## config.mk

```make
export PLATFORM = sky130hd
export DESIGN_NAME = jtag_stream_ctrl_flat
export DESIGN_NICKNAME = d
export VERILOG_FILES = /design/src/rtl/jtag_stream_ctrl_if.sv /design/src/rtl/jtag_stream_ctrl.sv /design/src/flat_wrapper.sv
export SDC_FILE = /design/constraint.sdc
export NUM_CORES = 1
export LEC_CHECK = 0
export ABC_AREA = 1
export BUFFER_PORTS_ARGS = -buffer_cell sky130_fd_sc_hd__buf_2
export CELL_PAD_IN_SITES_DETAIL_PLACEMENT = 0
export CELL_PAD_IN_SITES_GLOBAL_PLACEMENT = 2
export CORE_MARGIN = 2
export CORE_UTILIZATION = 41
export CTS_BUF_LIST = sky130_fd_sc_hd__clkbuf_4 sky130_fd_sc_hd__clkbuf_8
export DETAILED_ROUTE_END_ITERATION = 6
export HOLD_SLACK_MARGIN = 0.1
export PLACE_DENSITY = 0.93
export SKIP_LAST_GASP = 1
export SLEW_MARGIN = 10
export SYNTH_ARGS = -nofsm -noshare
export SYNTH_HDL_FRONTEND = slang
export SYNTH_SLANG_ARGS = --single-unit
```

## constraint.sdc

```tcl
create_clock -name tck -period 2.6 [get_ports tck]
set_input_delay 0.13 -clock tck [delete_from_list [all_inputs] [get_ports tck]]
set_output_delay 0.13 -clock tck [all_outputs]
set_load 0.02 [all_outputs]
```

## src/rtl/jtag_stream_ctrl_if.sv

```systemverilog
// Byte stream and solver readback bundle between the JTAG controller and the downstream solver.
// The controller side (master) sources the inbound byte stream and consumes the result word.
interface jtag_stream_ctrl_if #(
    parameter int RESULT_WIDTH = 16
) ();

    logic [7:0]              in_data;
    logic                    in_valid;
    logic                    in_ready;
    logic [RESULT_WIDTH-1:0] result_data;
    logic                    result_valid;

    modport master (
        output in_data,
        output in_valid,
        input  in_ready,
        input  result_data,
        input  result_valid
    );

    modport slave (
        input  in_data,
        input  in_valid,
        output in_ready,
        output result_data,
        output result_valid
    );

endinterface

```

## src/rtl/jtag_stream_ctrl.sv

```systemverilog
// BSCAN USER-register bridge: 8-bit DR scans push bytes into an inbound FIFO,
// longer scans read back the solver result LSB first on tdo.
module jtag_stream_ctrl #(
    parameter int FIFO_DEPTH   = 16,
    parameter int RESULT_WIDTH = 16
) (
    input  logic tck,
    input  logic rst_n,
    input  logic test_logic_reset,
    input  logic ir_is_user,
    input  logic capture_dr,
    input  logic shift_dr,
    input  logic update_dr,
    input  logic tdi,
    output logic tdo,
    output logic end_of_input,
    output logic overflow,
    jtag_stream_ctrl_if.master stream
);

    localparam int ADDR_W = $clog2(FIFO_DEPTH);
    localparam int PTR_W  = ADDR_W + 1;

    typedef enum logic [1:0] {
        IDLE,
        CAPTURE,
        SHIFT,
        UPDATE
    } scan_state_t;

    scan_state_t             state;
    logic [4:0]              bit_cnt;
    logic [7:0]              in_shift;
    logic [RESULT_WIDTH-1:0] out_shift;

    logic [7:0]       mem [FIFO_DEPTH];
    logic [PTR_W-1:0] wr_ptr;
    logic [PTR_W-1:0] rd_ptr;
    logic             eof_flag;
    logic             last_was_nl;

    logic in_scan;
    logic do_capture;
    logic do_shift;
    logic push_req;
    logic push_ok;
    logic pop;
    logic fifo_empty;
    logic fifo_full;

    // Shifts only count inside a scan that began with a capture, so a scan
    // interrupted by reset cannot reach a count of 8 and push a partial byte.
    assign in_scan    = (state == CAPTURE) || (state == SHIFT);
    assign do_capture = ir_is_user && capture_dr;
    assign do_shift   = ir_is_user && shift_dr && !capture_dr && in_scan;
    assign push_req   = ir_is_user && update_dr && in_scan && (bit_cnt == 5'd8);

    assign fifo_empty = (wr_ptr == rd_ptr);
    assign fifo_full  = (wr_ptr[PTR_W-1] != rd_ptr[PTR_W-1]) &&
                        (wr_ptr[ADDR_W-1:0] == rd_ptr[ADDR_W-1:0]);

    assign pop     = !fifo_empty && stream.in_ready;
    assign push_ok = push_req && (!fifo_full || pop) && !test_logic_reset;

    assign stream.in_valid = !fifo_empty;
    assign stream.in_data  = fifo_empty ? 8'h00 : mem[rd_ptr[ADDR_W-1:0]];
    assign end_of_input    = eof_flag && fifo_empty;
    assign tdo             = ir_is_user ? out_shift[0] : 1'b0;

    always_ff @(posedge tck or negedge rst_n) begin
        if (!rst_n) begin
            state     <= IDLE;
            bit_cnt   <= '0;
            in_shift  <= '0;
            out_shift <= '0;
        end else if (test_logic_reset) begin
            state     <= IDLE;
            bit_cnt   <= '0;
            in_shift  <= '0;
            out_shift <= '0;
        end else begin
            if (!ir_is_user) begin
                state <= IDLE;
            end else if (update_dr) begin
                state <= UPDATE;
            end else if (capture_dr) begin
                state <= CAPTURE;
            end else begin
                case (state)
                    IDLE:    state <= IDLE;
                    CAPTURE: state <= shift_dr ? SHIFT : CAPTURE;
                    SHIFT:   state <= SHIFT;
                    UPDATE:  state <= IDLE;
                    default: state <= IDLE;
                endcase
            end

            if (do_capture) begin
                bit_cnt   <= '0;
                out_shift <= stream.result_valid ? stream.result_data : '0;
            end else if (do_shift) begin
                bit_cnt   <= (bit_cnt == 5'd31) ? bit_cnt : bit_cnt + 5'd1;
                in_shift  <= {tdi, in_shift[7:1]};
                out_shift <= out_shift >> 1;
            end
        end
    end

    always_ff @(posedge tck) begin
        if (push_ok) begin
            mem[wr_ptr[ADDR_W-1:0]] <= in_shift;
        end
    end

    // The terminator is two consecutive accepted newlines; dropped bytes do not break the pair.
    always_ff @(posedge tck or negedge rst_n) begin
        if (!rst_n) begin
            wr_ptr      <= '0;
            rd_ptr      <= '0;
            eof_flag    <= 1'b0;
            last_was_nl <= 1'b0;
            overflow    <= 1'b0;
        end else if (test_logic_reset) begin
            wr_ptr      <= '0;
            rd_ptr      <= '0;
            eof_flag    <= 1'b0;
            last_was_nl <= 1'b0;
            overflow    <= 1'b0;
        end else begin
            if (push_ok) begin
                wr_ptr      <= wr_ptr + 1'b1;
                last_was_nl <= (in_shift == 8'h0A);
                if (last_was_nl && (in_shift == 8'h0A)) begin
                    eof_flag <= 1'b1;
                end
            end else if (push_req) begin
                overflow <= 1'b1;
            end
            if (pop) begin
                rd_ptr <= rd_ptr + 1'b1;
            end
        end
    end

endmodule
```

## src/flat_wrapper.sv

```systemverilog
// flat-port wrapper written by rule: the top's interface ports become plain ports
module jtag_stream_ctrl_flat 
#(
    parameter int FIFO_DEPTH   = 16,
    parameter int RESULT_WIDTH = 16
)
  (tck, rst_n, test_logic_reset, ir_is_user, capture_dr, shift_dr, update_dr, tdi, tdo, end_of_input, overflow, stream_in_data, stream_in_valid, stream_in_ready, stream_result_data, stream_result_valid);
  jtag_stream_ctrl_if #(.RESULT_WIDTH(RESULT_WIDTH)) stream_i ();
  input  logic tck;
  input  logic rst_n;
  input  logic test_logic_reset;
  input  logic ir_is_user;
  input  logic capture_dr;
  input  logic shift_dr;
  input  logic update_dr;
  input  logic tdi;
  output logic tdo;
  output logic end_of_input;
  output logic overflow;
  output wire logic [$bits(stream_i.in_data)-1:0] stream_in_data;
  output wire logic [$bits(stream_i.in_valid)-1:0] stream_in_valid;
  input wire logic [$bits(stream_i.in_ready)-1:0] stream_in_ready;
  input wire logic [$bits(stream_i.result_data)-1:0] stream_result_data;
  input wire logic [$bits(stream_i.result_valid)-1:0] stream_result_valid;
  assign stream_in_data = stream_i.in_data;
  assign stream_in_valid = stream_i.in_valid;
  assign stream_i.in_ready = stream_in_ready;
  assign stream_i.result_data = stream_result_data;
  assign stream_i.result_valid = stream_result_valid;
  jtag_stream_ctrl #(.FIFO_DEPTH(FIFO_DEPTH), .RESULT_WIDTH(RESULT_WIDTH)) u_core (.tck(tck), .rst_n(rst_n), .test_logic_reset(test_logic_reset), .ir_is_user(ir_is_user), .capture_dr(capture_dr), .shift_dr(shift_dr), .update_dr(update_dr), .tdi(tdi), .tdo(tdo), .end_of_input(end_of_input), .overflow(overflow), .stream(stream_i));
endmodule
```

# After elaboration in Yosys (flattened, before gate mapping)
# Memories as Yosys holds them, arrays and structs flattened.
# Cells that the tools add are included.
# Widths: inputs -> output; s select.
# word_totals
register_bits	44
ramBits	128
input_bits	26
output_inout_bits	12
wordCells	89
memories	1
# classes
add_sub_neg	3
eq_ne	12
mux	33
n_reduce_logical	31
# memory_table
name	depth	width	read_ports	rd_ports_with_merged_regs	write_ports	line	text
u_core.mem	16	8	1	0	1	jtag_stream_ctrl.sv:36	logic [7:0] mem [FIFO_DEPTH];
# ops
op	n
$mux 16	4
$mux 5	8
$mux 8	4
$add 5x1->5 const B	3
$logic_and 1x1->1	13
$mux 1	11
$mux 2	5
$reduce_bool 2->1	5
$eq 8x4->1 const B	1
$reduce_and 2->1	4
$pmux 2 s3	1
$eq 5x4->1 const B	1
$eq 5x5->1	1
$eq 5x5->1 const B	1
$eq 2x2->1 const B	2
$eq 4x4->1	1
$logic_not 1->1	4
$ne 2x2->1 const B	2
$ne 3x2->1 const B	1
$reduce_bool 3->1	1
$eq 2x1->1 const B	1
$logic_not 2->1	1
$logic_or 1x1->1	2
$reduce_or 2->1	1
$ne 1x1->1	1

# Logic depth before layout (Yosys ltp)
# logic_depth
depth_word	8
mapped_depth	10
ltp_nobuf	9

# Worst setup path after synthesis
# Ideal clock, no wire load.
# synth_timing
path_type	register to register
startpoint	reg u_core.state[0]
endpoint	mem u_core.mem[0][0] (enable)
setup_time_ns	0.370
arrival_ns	1.699
required_time_ns	2.230
path_slack_ns	0.531
stages_incl_launch_ff	8
n_path_buf	1
synth_period_minus_slack_ns	2.069
cell_sequence	dfrtp_1 inv_1 ha_1 nand3b_1 nor2_4 buf_6 nand4_4 nor2_1
# synth_between
elab_chain_len	8
word_cells_on_any_way	9
cone_classes	2 x eq/ne; 2 x mux; 5 x reduce/logical
# synth_rtl
item	line	text
start, declared	jtag_stream_ctrl.sv:31	scan_state_t state;
start signal, assigned	jtag_stream_ctrl.sv:91	CAPTURE: state <= shift_dr ? SHIFT : CAPTURE;
$eq 2x1->1 or $eq 2x2->1 (tied branches)	jtag_stream_ctrl.sv:53	assign in_scan = (state == CAPTURE) || (state == SHIFT);
$logic_or 1x1->1 (*)	jtag_stream_ctrl.sv:53	
$logic_and 1x1->1 (*) (2 in a row)	jtag_stream_ctrl.sv:56	assign push_req = ir_is_user && update_dr && in_scan && (bit_cnt == 5'd8);
$logic_and 1x1->1 (*) (2 in a row)	jtag_stream_ctrl.sv:63	assign push_ok = push_req && (!fifo_full || pop) && !test_logic_reset;
$mux 1 (*)	jtag_stream_ctrl.sv:110	if (push_ok) begin
$mux 1 (not written as such) (*)	jtag_stream_ctrl.sv:111	mem[wr_ptr[ADDR_W-1:0]] <= in_shift;
end, declared	jtag_stream_ctrl.sv:36	
# Mark *: on every way between the ends. The rest lies on a longest branch, timed or not.

# Worst setup path after layout
# layout_timing
startpoint	reg u_core.rd_ptr[2]
endpoint	out stream_in_data[3]
# layout_between
elab_chain_len	2
word_cells_on_any_way	3
cone_classes	1 x eq/ne; 1 x mux; 1 x memory
# layout_rtl
item	line	text
start, declared	jtag_stream_ctrl.sv:38	logic [PTR_W-1:0] rd_ptr;
start signal, assigned	jtag_stream_ctrl.sv:140	rd_ptr <= rd_ptr + 1'b1;
$mem_v2 16x8 or $eq 5x5->1 (tied branches)	n/a	
$mux 8 (*)	jtag_stream_ctrl.sv:66	assign stream.in_data = fifo_empty ? 8'h00 : mem[rd_ptr[ADDR_W-1:0]];
end, declared	flat_wrapper.sv:20	output wire logic [$bits(stream_i.in_data)-1:0] stream_in_data;
# Marked as above.

==> impl_metrics.py <==
metrics = {
    "status": {
        "status": "complete, no violations",
    },
    "critical_path": {
        "start_kind": "register",
        "cp_slowest_stage_delay_ns": 0.55,
        "cp_cell_sequence": "buf_4, nor2_1, nand2_1, nand2_1, inv_1, a21oi_1, buf_2",
        "cp.required_ns": 2.47,
        "path_buf_inv": 3,
        "rr_startpoint": "u_core.state[0]",
        "path_common_cell": "nand2_1",
        "worstSetupEndpointType": "primary output",
        "cp_slowest_cell": "nor2_1",
        "reg2regPathDepth": 6,
        "crit_type": "register to primary output",
        "arrival_ns": 2.28,
        "r2r_end": "u_core.mem[12][5]",
        "rrSetupSlack_ns": 0.42,
        "worstPathMaxFanout": 14,
        "crit_family": "simple AND/OR/NAND/NOR gates",
    },
    "detailed_routing": {
        "post_drt_wl_per_cell_um": 15.1,
        "drtAntennaViolNets": 0,
        "wirelength_mm": 18.6,
        "dr.pass1.iters": 5,
        "via_count": 5895,
        "drtIter0Drc": 477,
        "viasPerCell": 4.79,
        "drc": 0,
    },
    "floorplan": {
        "dieArea_um2": 20900,
        "coreArea_um2": 19500,
        "fp.dieH_um": 145,
        "num_io_pins": 38,
        "fp.dieW_um": 145,
        "rows": 51,
        "start_util_pct": 41.7,
    },
    "cts": {
        "numCtsBuffers": 17,
        "cts_tree": "built",
        "cts_sinks": 172,
        "cts_buffer_depth": 2,
        "cts_root_buf": "clkbuf_8",
        "clkTransAtPathRegs_ns": 0.09,
        "htree_levels": 4,
        "post_cts_resized": 0,
        "clk_latency_ns": 0.46,
        "post_cts_buffers": 0,
    },
    "synthesis": {
        "synth.top_cell.area_share_pct": 47.3,
        "synth_cell_types": 32,
        "synthTopCellsByCount": "314 x nand2_1, 128 x edfxtp_1, 122 x inv_1",
        "syn_area_um2": 8120,
        "syn_avg_cell_area_um2": 9.30,
        "syn-instance-count": 873,
        "synth_top_cell_by_area": "edfxtp_1",
        "synth-edff-count": 128,
        "synth-seq-cells": 172,
        "ys_warn_count": 0,
        "yosysMostFrequentCell": "nand2_1",
        "synth_flop_cell": "edfxtp_1",
        "synthTopCellsByArea": "edfxtp_1 47%, nand2_1 15%, dfrtp_1 14%",
        "async_flop_share_pct": 25.6,
        "seq_area_frac_synth_pct": 60.9,
        "synthesis.nets": 909,
    },
    "worst_hold_path": {
        "whs_path_depth": 5,
        "hold_path_end": "u_core.out_shift[0]",
        "worstHoldPathType": "primary input to register",
        "worstHoldStart": "capture_dr",
    },
    "sta": {
        "finalCritPeriodShare_pct": 92.8,
        "slew_viol_final": 0,
        "hold_viol": 0,
        "rsz0062_at_grt": "false",
        "setup-tns-final_ns": 0,
        "slew_headroom_pct": 49.6,
        "skew_ns": 0.0169,
        "min_period_ns": 2.41,
        "setup_viol": 0,
        "worstMarginPinSlew_ns": 0.756,
        "clock.fmax_mhz": 415,
    },
    "layout": {
        "num-nets-final": 988,
        "layout-drive-gt1-share_pct": 13.0,
        "area_growth_pct": 15.6,
        "diodes": 0,
        "final_core_util_pct": 48.2,
    },
    "place": {
        "port_buffers": 37,
        "gp_congestion": 0.821,
        "dpl.hpwl_mm": 11.7,
    },
    "global_route": {
        "grt_pass1_vias": 5611,
        "gr-total-overflow": 0,
        "antenna_found_initial": 0,
        "grt_max_degree": 68,
        "grt_pass1_wl_mm": 29.9,
        "grt_usage_pct": 19.1,
    },
    "pwr": {
        "ir_drop_v": 0.000310,
        "powerDensity_nw_per_um2": 533,
        "p_leak_nw": 4.26,
    },
    "flow_run": {
        "cap_violations": 0,
    },
}
[worst max-delay path by stage]
stage | start | to | slack, ns | cells past startpoint
6_report | u_core.rd_ptr[2] | stream_in_data[3] | 0.19 | 7
4_1_cts | u_core.rd_ptr[2] | stream_in_data[3] | 0.17 | 7
3_5_place_dp | u_core.state[0] | u_core.mem[12][6] | 0.43 | 6
5_1_grt | u_core.rd_ptr[3] | stream_in_data[0] | 0.002 | 7
3_3_place_gp | u_core.rd_ptr[3] | u_core.mem[1][6] | 0.46 | 8
2_1_floorplan | u_core.state[0] | u_core.mem[0][0] | 0.53 | 7
[per-layer routing]
metal	wire, µm	up-vias	track usage (%)	share of wire, %
li1	-	2961	-	-
met4	252	0	5.31	1.4
met5	0	-	0	0
met1	8760	2783	26.3	47
met2	8820	131	31.4	47
met3	758	20	3.26	4.1
[layout by cell type, fill, tap and decap left out, drive strengths merged, types with 3 or more instances in the layout]
| master | n |
|---|---|
| a21oi | 14 |
| nor2 | 29 |
| clkinvlp | 5 |
| clkinv | 7 |
| clkbuf | 17 |
| bufinv | 3 |
| nand4 | 18 |
| xor2 | 6 |
| dfrtp | 44 |
| ha | 10 |
| edfxtp | 128 |
| inv | 132 |
| dlygate4sd3 | 28 |
| nand3 | 93 |
| nor3 | 3 |
| nand2 | 317 |
| buf | 68 |
| o21ai | 37 |
[tightest hold or removal path, cell delays in order]
cell     delay (ns)
buf_2          0.12
nor2_1         0.07
nand3_4        0.10
nand3_1        0.08
nand2_1        0.07
[cells by family after synthesis]
kind of cell / after synthesis / synth area share (%)
compound gates: 55 / 3.53
xor+xnor: 6 / 0.647
fa+ha+maj: 10 / 1.54
buf+inv: 168 / 8.57
flops: 172 / 60.9
simple gates: 462 / 24.8
[repair_timing]
item                       in CTS  in global routing
setup endpoints to repair       0                  0
hold endpoints to repair       57                  0
hold buffers                   28                  0
[final cells by class]
class	instances	area (µm²)
fillers	1924	10100
flip-flops and latches	172	4950
multi-input cells	533	2480
repair buffers	96	723
inverters	132	495
well taps	265	332
clock buffers	17	234
clock inverters	15	174
[state kept, by name, indices dropped and copies added (netlist names)]
| register | flops |
|---|---|
| u_core.bit_cnt | 5 |
| u_core.last_was_nl | 1 |
| u_core.overflow | 1 |
| u_core.eof_flag | 1 |
| u_core.in_shift | 8 |
| u_core.rd_ptr | 5 |
| u_core.wr_ptr | 5 |
| u_core.state | 2 |
| u_core.out_shift | 16 |
| u_core.mem | 128 |
[per-stage QoR]
stage	area, µm²	total power [mW]	hold slack (ns)	setup WS (ns)	instances
2_1_floorplan	8120	3.05	-0.166	0.531	873
3_3_place_gp	8690	3.10	0.220	0.464	1170
3_5_place_dp	8690	3.10	0.222	0.429	1170
4_1_cts	9380	5.04	0.110	0.167	1230
5_1_grt	9380	5.16	0.140	0.00154	1230
6_report	9380	5.00	0.121	0.188	1230
[power breakdown]
group	internal [mW]	switching, mW
sequential	2.92	0.00234
clock	0.945	0.986
combinational	0.0602	0.0858
total	3.93	1.07
Note: power is estimated with default switching activity, not from simulation.
